File: config.mk
export PLATFORM = sky130hd
export DESIGN_NAME = alu_logic_seq
export DESIGN_NICKNAME = d
export VERILOG_FILES = /design/src/rtl/alu_logic_seq_pkg.sv /design/src/rtl/alu_logic_seq_core.sv /design/src/rtl/alu_logic_seq.sv
export SDC_FILE = /design/constraint.sdc
export NUM_CORES = 1
export LEC_CHECK = 0
export ABC_AREA = 1
export BUFFER_PORTS_ARGS = -buffer_cell sky130_fd_sc_hd__buf_4
export CAP_MARGIN = 20
export CORE_UTILIZATION = 63
export CTS_BUF_LIST = sky130_fd_sc_hd__clkbuf_4 sky130_fd_sc_hd__clkbuf_8
export DETAILED_ROUTE_END_ITERATION = 8
export PLACE_DENSITY = 0.95
export SLEW_MARGIN = 20
export SYNTH_ARGS = -nofsm -noshare
export SYNTH_HDL_FRONTEND = slang
export SYNTH_HIERARCHICAL = 1
export SYNTH_SLANG_ARGS = --single-unit
File: constraint.sdc
create_clock -name clk -period 4.67 [get_ports clk]
set_input_delay 0.7005 -clock clk [delete_from_list [all_inputs] [get_ports clk]]
set_output_delay 0.7005 -clock clk [all_outputs]
set_load 0.005 [all_outputs]
File: src/rtl/alu_logic_seq_pkg.sv
// Shared opcode constants, FSM encoding and decode helper for the sequential logic ALU.
package alu_logic_seq_pkg;

  localparam logic [3:0] FUN_AND   = 4'b1000;
  localparam logic [3:0] FUN_OR    = 4'b1110;
  localparam logic [3:0] FUN_XOR   = 4'b0110;
  localparam logic [3:0] FUN_NOR   = 4'b0001;
  localparam logic [3:0] FUN_PASSA = 4'b1010;
  localparam logic [3:0] FUN_XNOR  = 4'b1001;
  localparam logic [3:0] FUN_ANDN  = 4'b1011;
  localparam logic [3:0] FUN_CLZ   = 4'b0100;
  localparam logic [3:0] FUN_CLO   = 4'b0101;

  typedef enum logic [1:0] {
    ST_IDLE = 2'd0,
    ST_SCAN = 2'd1,
    ST_HOLD = 2'd2
  } state_t;

  function automatic logic is_count_op(input logic [3:0] fun);
    return (fun == FUN_CLZ) || (fun == FUN_CLO);
  endfunction

endpackage

File: src/rtl/alu_logic_seq_core.sv
// Single-cycle bitwise decoder; count opcodes and unknown codes produce zero here.
module alu_logic_core
  import alu_logic_seq_pkg::*;
#(
  parameter int WIDTH = 32
) (
  input  logic [WIDTH-1:0] a,
  input  logic [WIDTH-1:0] b,
  input  logic [3:0]       fun,
  output logic [WIDTH-1:0] res
);

  always_comb begin
    res = '0;
    case (fun)
      FUN_AND:   res = a & b;
      FUN_OR:    res = a | b;
      FUN_XOR:   res = a ^ b;
      FUN_NOR:   res = ~(a | b);
      FUN_PASSA: res = a;
      FUN_XNOR:  res = ~(a ^ b);
      FUN_ANDN:  res = a & ~b;
      default:   res = '0;
    endcase
  end

endmodule

File: src/rtl/alu_logic_seq.sv
// Handshaked logic ALU: bitwise ops finish in one edge, CLZ/CLO scan A one bit per cycle.
module alu_logic_seq
  import alu_logic_seq_pkg::*;
#(
  parameter int WIDTH = 32,
  parameter int CNT_W = $clog2(WIDTH+1)
) (
  input  logic             clk,
  input  logic             reset,
  input  logic             in_valid,
  output logic             in_ready,
  input  logic [WIDTH-1:0] a,
  input  logic [WIDTH-1:0] b,
  input  logic [3:0]       fun,
  output logic             out_valid,
  input  logic             out_ready,
  output logic [WIDTH-1:0] out,
  output logic             out_zero
);

  state_t           r_state;
  logic [WIDTH-1:0] r_a;
  logic [CNT_W-1:0] r_cnt;
  logic             r_clo;
  logic [WIDTH-1:0] r_out;
  logic             r_out_zero;
  logic             r_in_ready;
  logic             r_out_valid;

  logic [WIDTH-1:0] w_res;
  logic             w_accept;
  logic             w_term;
  logic             w_last;
  logic [WIDTH-1:0] w_cnt_ext;

  alu_logic_core #(.WIDTH(WIDTH)) u_core (
    .a   (a),
    .b   (b),
    .fun (fun),
    .res (w_res)
  );

  assign w_accept  = in_valid && r_in_ready;
  // r_a is shifted left each SCAN cycle, so its MSB is always A[WIDTH-1-cnt].
  assign w_term    = r_a[WIDTH-1] ^ r_clo;
  assign w_last    = (r_cnt == CNT_W'(WIDTH-1));
  assign w_cnt_ext = WIDTH'(r_cnt);

  always_ff @(posedge clk) begin
    if (reset) begin
      r_state     <= ST_IDLE;
      r_cnt       <= '0;
      r_out       <= '0;
      r_out_zero  <= 1'b1;
      r_in_ready  <= 1'b1;
      r_out_valid <= 1'b0;
    end else begin
      case (r_state)
        ST_IDLE: begin
          if (w_accept) begin
            r_in_ready <= 1'b0;
            if (is_count_op(fun)) begin
              r_a     <= a;
              r_clo   <= (fun == FUN_CLO);
              r_cnt   <= '0;
              r_state <= ST_SCAN;
            end else begin
              r_out       <= w_res;
              r_out_zero  <= (w_res == '0);
              r_out_valid <= 1'b1;
              r_state     <= ST_HOLD;
            end
          end
        end
        ST_SCAN: begin
          if (w_term) begin
            r_out       <= w_cnt_ext;
            r_out_zero  <= (r_cnt == '0);
            r_out_valid <= 1'b1;
            r_state     <= ST_HOLD;
          end else if (w_last) begin
            r_out       <= WIDTH'(WIDTH);
            r_out_zero  <= 1'b0;
            r_out_valid <= 1'b1;
            r_state     <= ST_HOLD;
          end else begin
            r_cnt <= r_cnt + CNT_W'(1);
            r_a   <= r_a << 1;
          end
        end
        ST_HOLD: begin
          if (out_ready) begin
            r_out_valid <= 1'b0;
            r_in_ready  <= 1'b1;
            r_state     <= ST_IDLE;
          end
        end
        default: begin
          r_out_valid <= 1'b0;
          r_in_ready  <= 1'b1;
          r_state     <= ST_IDLE;
        end
      endcase
    end
  end

  assign in_ready  = r_in_ready;
  assign out_valid = r_out_valid;
  assign out       = r_out;
  assign out_zero  = r_out_zero;

endmodule

[Word level (Yosys, flattened, before mapping)]
Cells that the tools add are included.
Storage, ports and cells
  bits in registers: 76
  bits in latches: 0
  bits in writable memories: 0
  bits in read-only memories: 0
  input port bits: 72
  output and inout bits: 35
  word-level logic and storage cells: 87
  memories: 0
Cells by class
  add/subtract/negate cells: 1
  multipliers: 0
  divide/modulo/power cells: 0
  $lt $le $gt $ge: 0
  equal/unequal tests: 19
  shifts and indexed selects: 0
  multiplexer cells: 36
  bitwise gates (word level): 10
  reductions and logical operators: 13
Operators with widths (number)
  32-bit 2-to-1 mux: 8
  32-bit case mux with 7 select lines: 1
  32-bit case mux with 2 select lines: 2
  32-bit NOT: 3
  32-bit bitwise AND: 2
  32-bit zero test: 1
  32-bit bitwise OR: 1
  32-bit bitwise XOR: 1
  6-bit 2-to-1 mux: 4
  4-bit equality test (second input constant): 5
  4-bit by 3-bit equality test with 1-bit output (second input constant): 3
  2-bit != test (second input constant): 6
  6-bit case mux with 2 select lines: 1
  4-bit AND reduction: 3
  1-bit 2-to-1 mux: 11
  2-bit 2-to-1 mux: 5
  6-bit by 1-bit adder with 6-bit output (second input constant): 1
  6-bit by 5-bit equality test with 1-bit output (second input constant): 1
  6-bit zero test: 1
  1-bit case mux with 3 select lines: 2
  2-bit case mux with 3 select lines: 1
  3-bit AND reduction: 2
  6-bit AND reduction: 1
  5-bit AND reduction: 1
  11 further kinds: 12

[Depth between registers and ports, before layout]
  depth after elaboration: 7
  mapped depth: 17
  depth with buffers taken out: 15

[Modules after synthesis]
Netlist, hierarchy kept.
By module, submodules not included
  alu_logic_seq: times used 1, cells each 427, area an instance 3353.2 µm², seq. area each 1851.8 µm²
  alu_logic_core: times used 1, cells each 553, area an instance 2517.4 µm², seq. area each 0.0 µm²

[Worst setup path after synthesis]
OpenSTA, ideal clock, no wires.
  path type: input to register
  start point: in fun[1]
  end point: reg r_a[0], enable pin
  setup time: 0.432 ns
  arrival: 2.824 ns
  data required time: 4.238 ns
  path slack: 1.415 ns
  stages: 4
  path buffers: 0
  path through: nand3b_1 -> nor2_1 -> nand2_1 -> a21oi_1
On the way
  longest elaborated chain between the ends: 4
  elaborated cells between the ends (all ways): 5
  those cells by class: 3 x eq/ne; 2 x reduce/logical
Ends and longest elaborated chain
  from (decl): RTL line alu_logic_seq.sv:14  | input logic [3:0] fun,
  4-bit by 3-bit equality test with 1-bit output: RTL line alu_logic_seq_pkg.sv:21  | return (fun == FUN_CLZ) || (fun == FUN_CLO);
  1-bit logical OR *: RTL line alu_logic_seq_pkg.sv:21
  2-bit != test (no line) *
  6-bit AND reduction (no line) *
  to (signal assigned): RTL line alu_logic_seq.sv:88  | r_a <= r_a << 1;
  to (decl): RTL line alu_logic_seq.sv:22  | logic [WIDTH-1:0] r_a;
Mark *: on every way between the ends. The rest lies on a longest branch, timed or not.
A chain may end at the register's enable or synchronous reset.

[Worst setup path in the final report]
  start point: in fun[2]
  end point: reg r_out_zero, in the netlist out_zero
On the way
  longest elaborated chain between the ends: 6
  elaborated cells between the ends (all ways): 17
  those cells by class: 10 x eq/ne; 4 x mux; 3 x reduce/logical
Ends and longest elaborated chain
  4-bit equality test, or another cell as far along: RTL line alu_logic_seq_core.sv:15  | case (fun)
  32-bit case mux with 7 select lines *: RTL line alu_logic_seq_core.sv:15
  via w_res[8]: RTL line alu_logic_seq.sv:30  | logic [WIDTH-1:0] w_res;
  32-bit zero test *: RTL line alu_logic_seq.sv:69  | r_out_zero <= (w_res == '0);
  1-bit 2-to-1 mux *: RTL line alu_logic_seq.sv:62  | if (is_count_op(fun)) begin
  1-bit 2-to-1 mux *: RTL line alu_logic_seq.sv:60  | if (w_accept) begin
  1-bit case mux with 2 select lines *: RTL line alu_logic_seq.sv:58  | case (r_state)
  to (signal assigned): RTL line alu_logic_seq.sv:69
  to (signal assigned): RTL line alu_logic_seq.sv:78  | r_out_zero <= (r_cnt == '0);
  to (decl): RTL line alu_logic_seq.sv:26  | logic r_out_zero;
Mark *: on every way through the listed nets, which the timed path passes. The rest lies on a longest branch. The select of a mux whose other input is x is not followed.

==> impl_metrics.env <==
export IMPL_layout_setup_ws_ns=1.74
export IMPL_critPathLaunchType="input port"
export IMPL_postCtsHoldBufs=0
export IMPL_min_period_ns=2.93
export IMPL_area_growth_pct=15.7
export IMPL_place_congestion=0.987
export IMPL_max_stage_delay_ns=0.84
export IMPL_dieArea_mm2=0.00971
export IMPL_wl_per_cell_um=14.0
export IMPL_antenna_found_initial=0
export IMPL_port_buffers=106
export IMPL_final_cell_mix="nand2_1 (355), inv_1 (154), nor2_1 (146)"
export IMPL_outcome="finished, violations left"
export IMPL_grt_ovfl_total=0
export IMPL_worstSkewPairLatency_ns=0.36
export IMPL_hpwl_mm=11.5
export IMPL_path_cells="buf_4 -> inv_2 -> nor2_1 -> nand2_1 -> nand2_1 -> nand2_1 -> nand3_1 -> nor2_1 -> nand2_1 -> nor2_1 -> nand2_1 -> nor2_1 -> nand2_1 -> nand2_1 -> nand2_1 -> nand2_1"
export IMPL_yosysSeqAreaShare_pct=31.5
export IMPL_vias=6439
export IMPL_fin_crit_sh_pct=62.8
export IMPL_ir_drop_v=0.000196
export IMPL_num_rows=34
export IMPL_synthesis_nets=1086
export IMPL_cts_setup_buffers=0
export IMPL_grt_pass1_vias=5991
export IMPL_coreArea_mm2=0.00889
export IMPL_yosysWarnings=6
export IMPL_critical_path_class="in -> reg"
export IMPL_critPathSlowestCell="nand2_1"
export IMPL_power_density_mw_per_mm2=260
export IMPL_cts_clk_slew_worst_paths_ns=0.09
export IMPL_grt_util_all_layers_pct=35.3
export IMPL_drt_wl_total_mm=16.4
export IMPL_worstPathMaxFanout=33
export IMPL_synth_mux_area_share_pct=0
export IMPL_syn_avg_cell_area_um2=5.99
export IMPL_tightestPinTransition_ns=1.13
export IMPL_vias_per_cell=5.50
export IMPL_root_buffer="clkbuf_8"
export IMPL_synthSimpleGateAreaFrac_pct=40.6
export IMPL_cts_sinks=76
export IMPL_p_leak_nw=3.69
export IMPL_diodes=0
export IMPL_clockBufferDepth=2
export IMPL_synth_xor_area_share_pct=0.149
export IMPL_synth_cells=980
export IMPL_dr_pass1_iters=9
export IMPL_min_path_type="reg -> reg"
export IMPL_violations="design-rule violations"
export IMPL_fmax_mhz=341
export IMPL_netlist_area_mm2=0.00587
export IMPL_grt_pass1_wl_mm=27.2
export IMPL_p_total_w=0.00176
export IMPL_synth_adder_area_share_pct=7.25
export IMPL_critPathCaptureType="flop"
export IMPL_io_pins=107
export IMPL_finalSetupViolCount=0
export IMPL_htreeDepth=3
export IMPL_synth_top_family_by_area="simple AND/OR/NAND/NOR gates"
export IMPL_clock_skew_ns=0.00854
export IMPL_final_common_cell="nand2_1"
export IMPL_cts_tree="yes"
export IMPL_synth_distinct_cells=28
export IMPL_die_y_um=98.5
export IMPL_die_x_um=98.5
export IMPL_grt_start_max_net_pins=43
export IMPL_final_nets=1163
export IMPL_drive_gt1_share_pct=12.8
export IMPL_drc_errors=8
export IMPL_antenna_left=0
export IMPL_hold_viol_final=0
export IMPL_cts_made_buffers=9
export IMPL_ys_ff_latch=76
export IMPL_start_util_pct=66.0
export IMPL_cap_violations=0
export IMPL_drtIter0Drc=570
export IMPL_dp_cells=1154
export IMPL_layoutNonFillerInstCount=1170
export IMPL_timing_setup_tns_ns=0
export IMPL_post_place_ws_ns=1.51
export IMPL_worstPathRequired_ns=4.98
export IMPL_final_max_slew_viol_count=0
export IMPL_crit_top_cell="nand2_1"
export IMPL_ctsResizeCount=0
export IMPL_rsz0062_at_grt="no"
export IMPL_relSlewSlack_pct=24.7
export IMPL_synth_compound_area_share_pct=6.35
export IMPL_arrival_ns=3.24
[metrics by stage]
stage               utilization (%)  hold WS (ns)  instance area, um2
finish                         76.4         0.453                6790
global route                   76.4         0.472                6790
CTS                            76.4         0.462                6790
detailed placement             74.2         0.449                6600
global placement               74.2         0.434                6600
floorplan                         -         0.442                5870
[routing by layer]
layer,up-vias,global-route usage (%),wire [um]
met5,-,0,0
met4,0,20.6,847
met3,71,5.39,1550
met2,376,59.0,7400
met1,2846,43.4,6600
li1,3146,-,-
[final cells by class]
type | count | area (um2)
sequential | 76 | 1850
tap | 108 | 135
timing repair buffer | 109 | 818
fill | 735 | 2100
multi-input combinational | 701 | 3190
clock inverter | 7 | 72.6
clock buffer | 9 | 124
inverter | 160 | 601
[sequential cells by signal, summed over array words and instances, names as in the netlist]
name       count
in_ready       1
out_valid      1
r_state        2
out           32
r_cnt          6
out_zero       1
r_clo          1
r_a           32
[worst max-delay path, delay by kind of cell]
kind	cells	cell delay [ns]
and+or+nand+nor	14	1.97
buffers and inverters	2	0.57
[worst paths after layout]
kind | from | to | slack [ns] | cells after the start
max reg2reg | r_state[1] | out_zero | 2.57 | 7
max | fun[2] | out_zero | 1.74 | 16
min | out_valid | out_valid | 0.45 | 2
min reg2reg | out_valid | out_valid | 0.45 | 2
[power breakdown]
group	internal (W)	switching (W)	leakage, nW
Sequential	0.000733	0.0000221	0.649
Combinational	0.000193	0.000297	2.94
Clock	0.000250	0.000269	0.101
Total	0.00118	0.000588	3.69
[kinds of logic (layout without fill, tap and decap cells)]
| group | count (synthesis) | in the layout |
|---|---|---|
| buffers and inverters | 203 | 285 |
| xor gates and xnor gates | 1 | 1 |
| AOI/OAI and AO/OA | 74 | 74 |
| adders and majority gates | 34 | 34 |
| and+or+nand+nor | 592 | 592 |
| DFF | 76 | 76 |
[cells in the mapped netlist (all sizes together)]
| master | number | area (um2) |
|---|---|---|
| nor3b | 1 | 7.51 |
| xor2 | 1 | 8.76 |
| nor2 | 149 | 577 |
| nand3 | 79 | 408 |
| clkinv | 2 | 7.51 |
| clkbuf | 14 | 53.8 |
| nor4 | 1 | 6.26 |
| dfxtp | 43 | 861 |
| a21oi | 39 | 195 |
| nand3b | 1 | 7.51 |
| nand4 | 4 | 25.0 |
| ha | 34 | 425 |
| buf | 29 | 176 |
| inv | 158 | 593 |
| nand2 | 357 | 1350 |
| edfxtp | 33 | 991 |
| o211ai | 1 | 7.51 |
| o21ai | 34 | 170 |
Power figures use the tool's default switching activity.
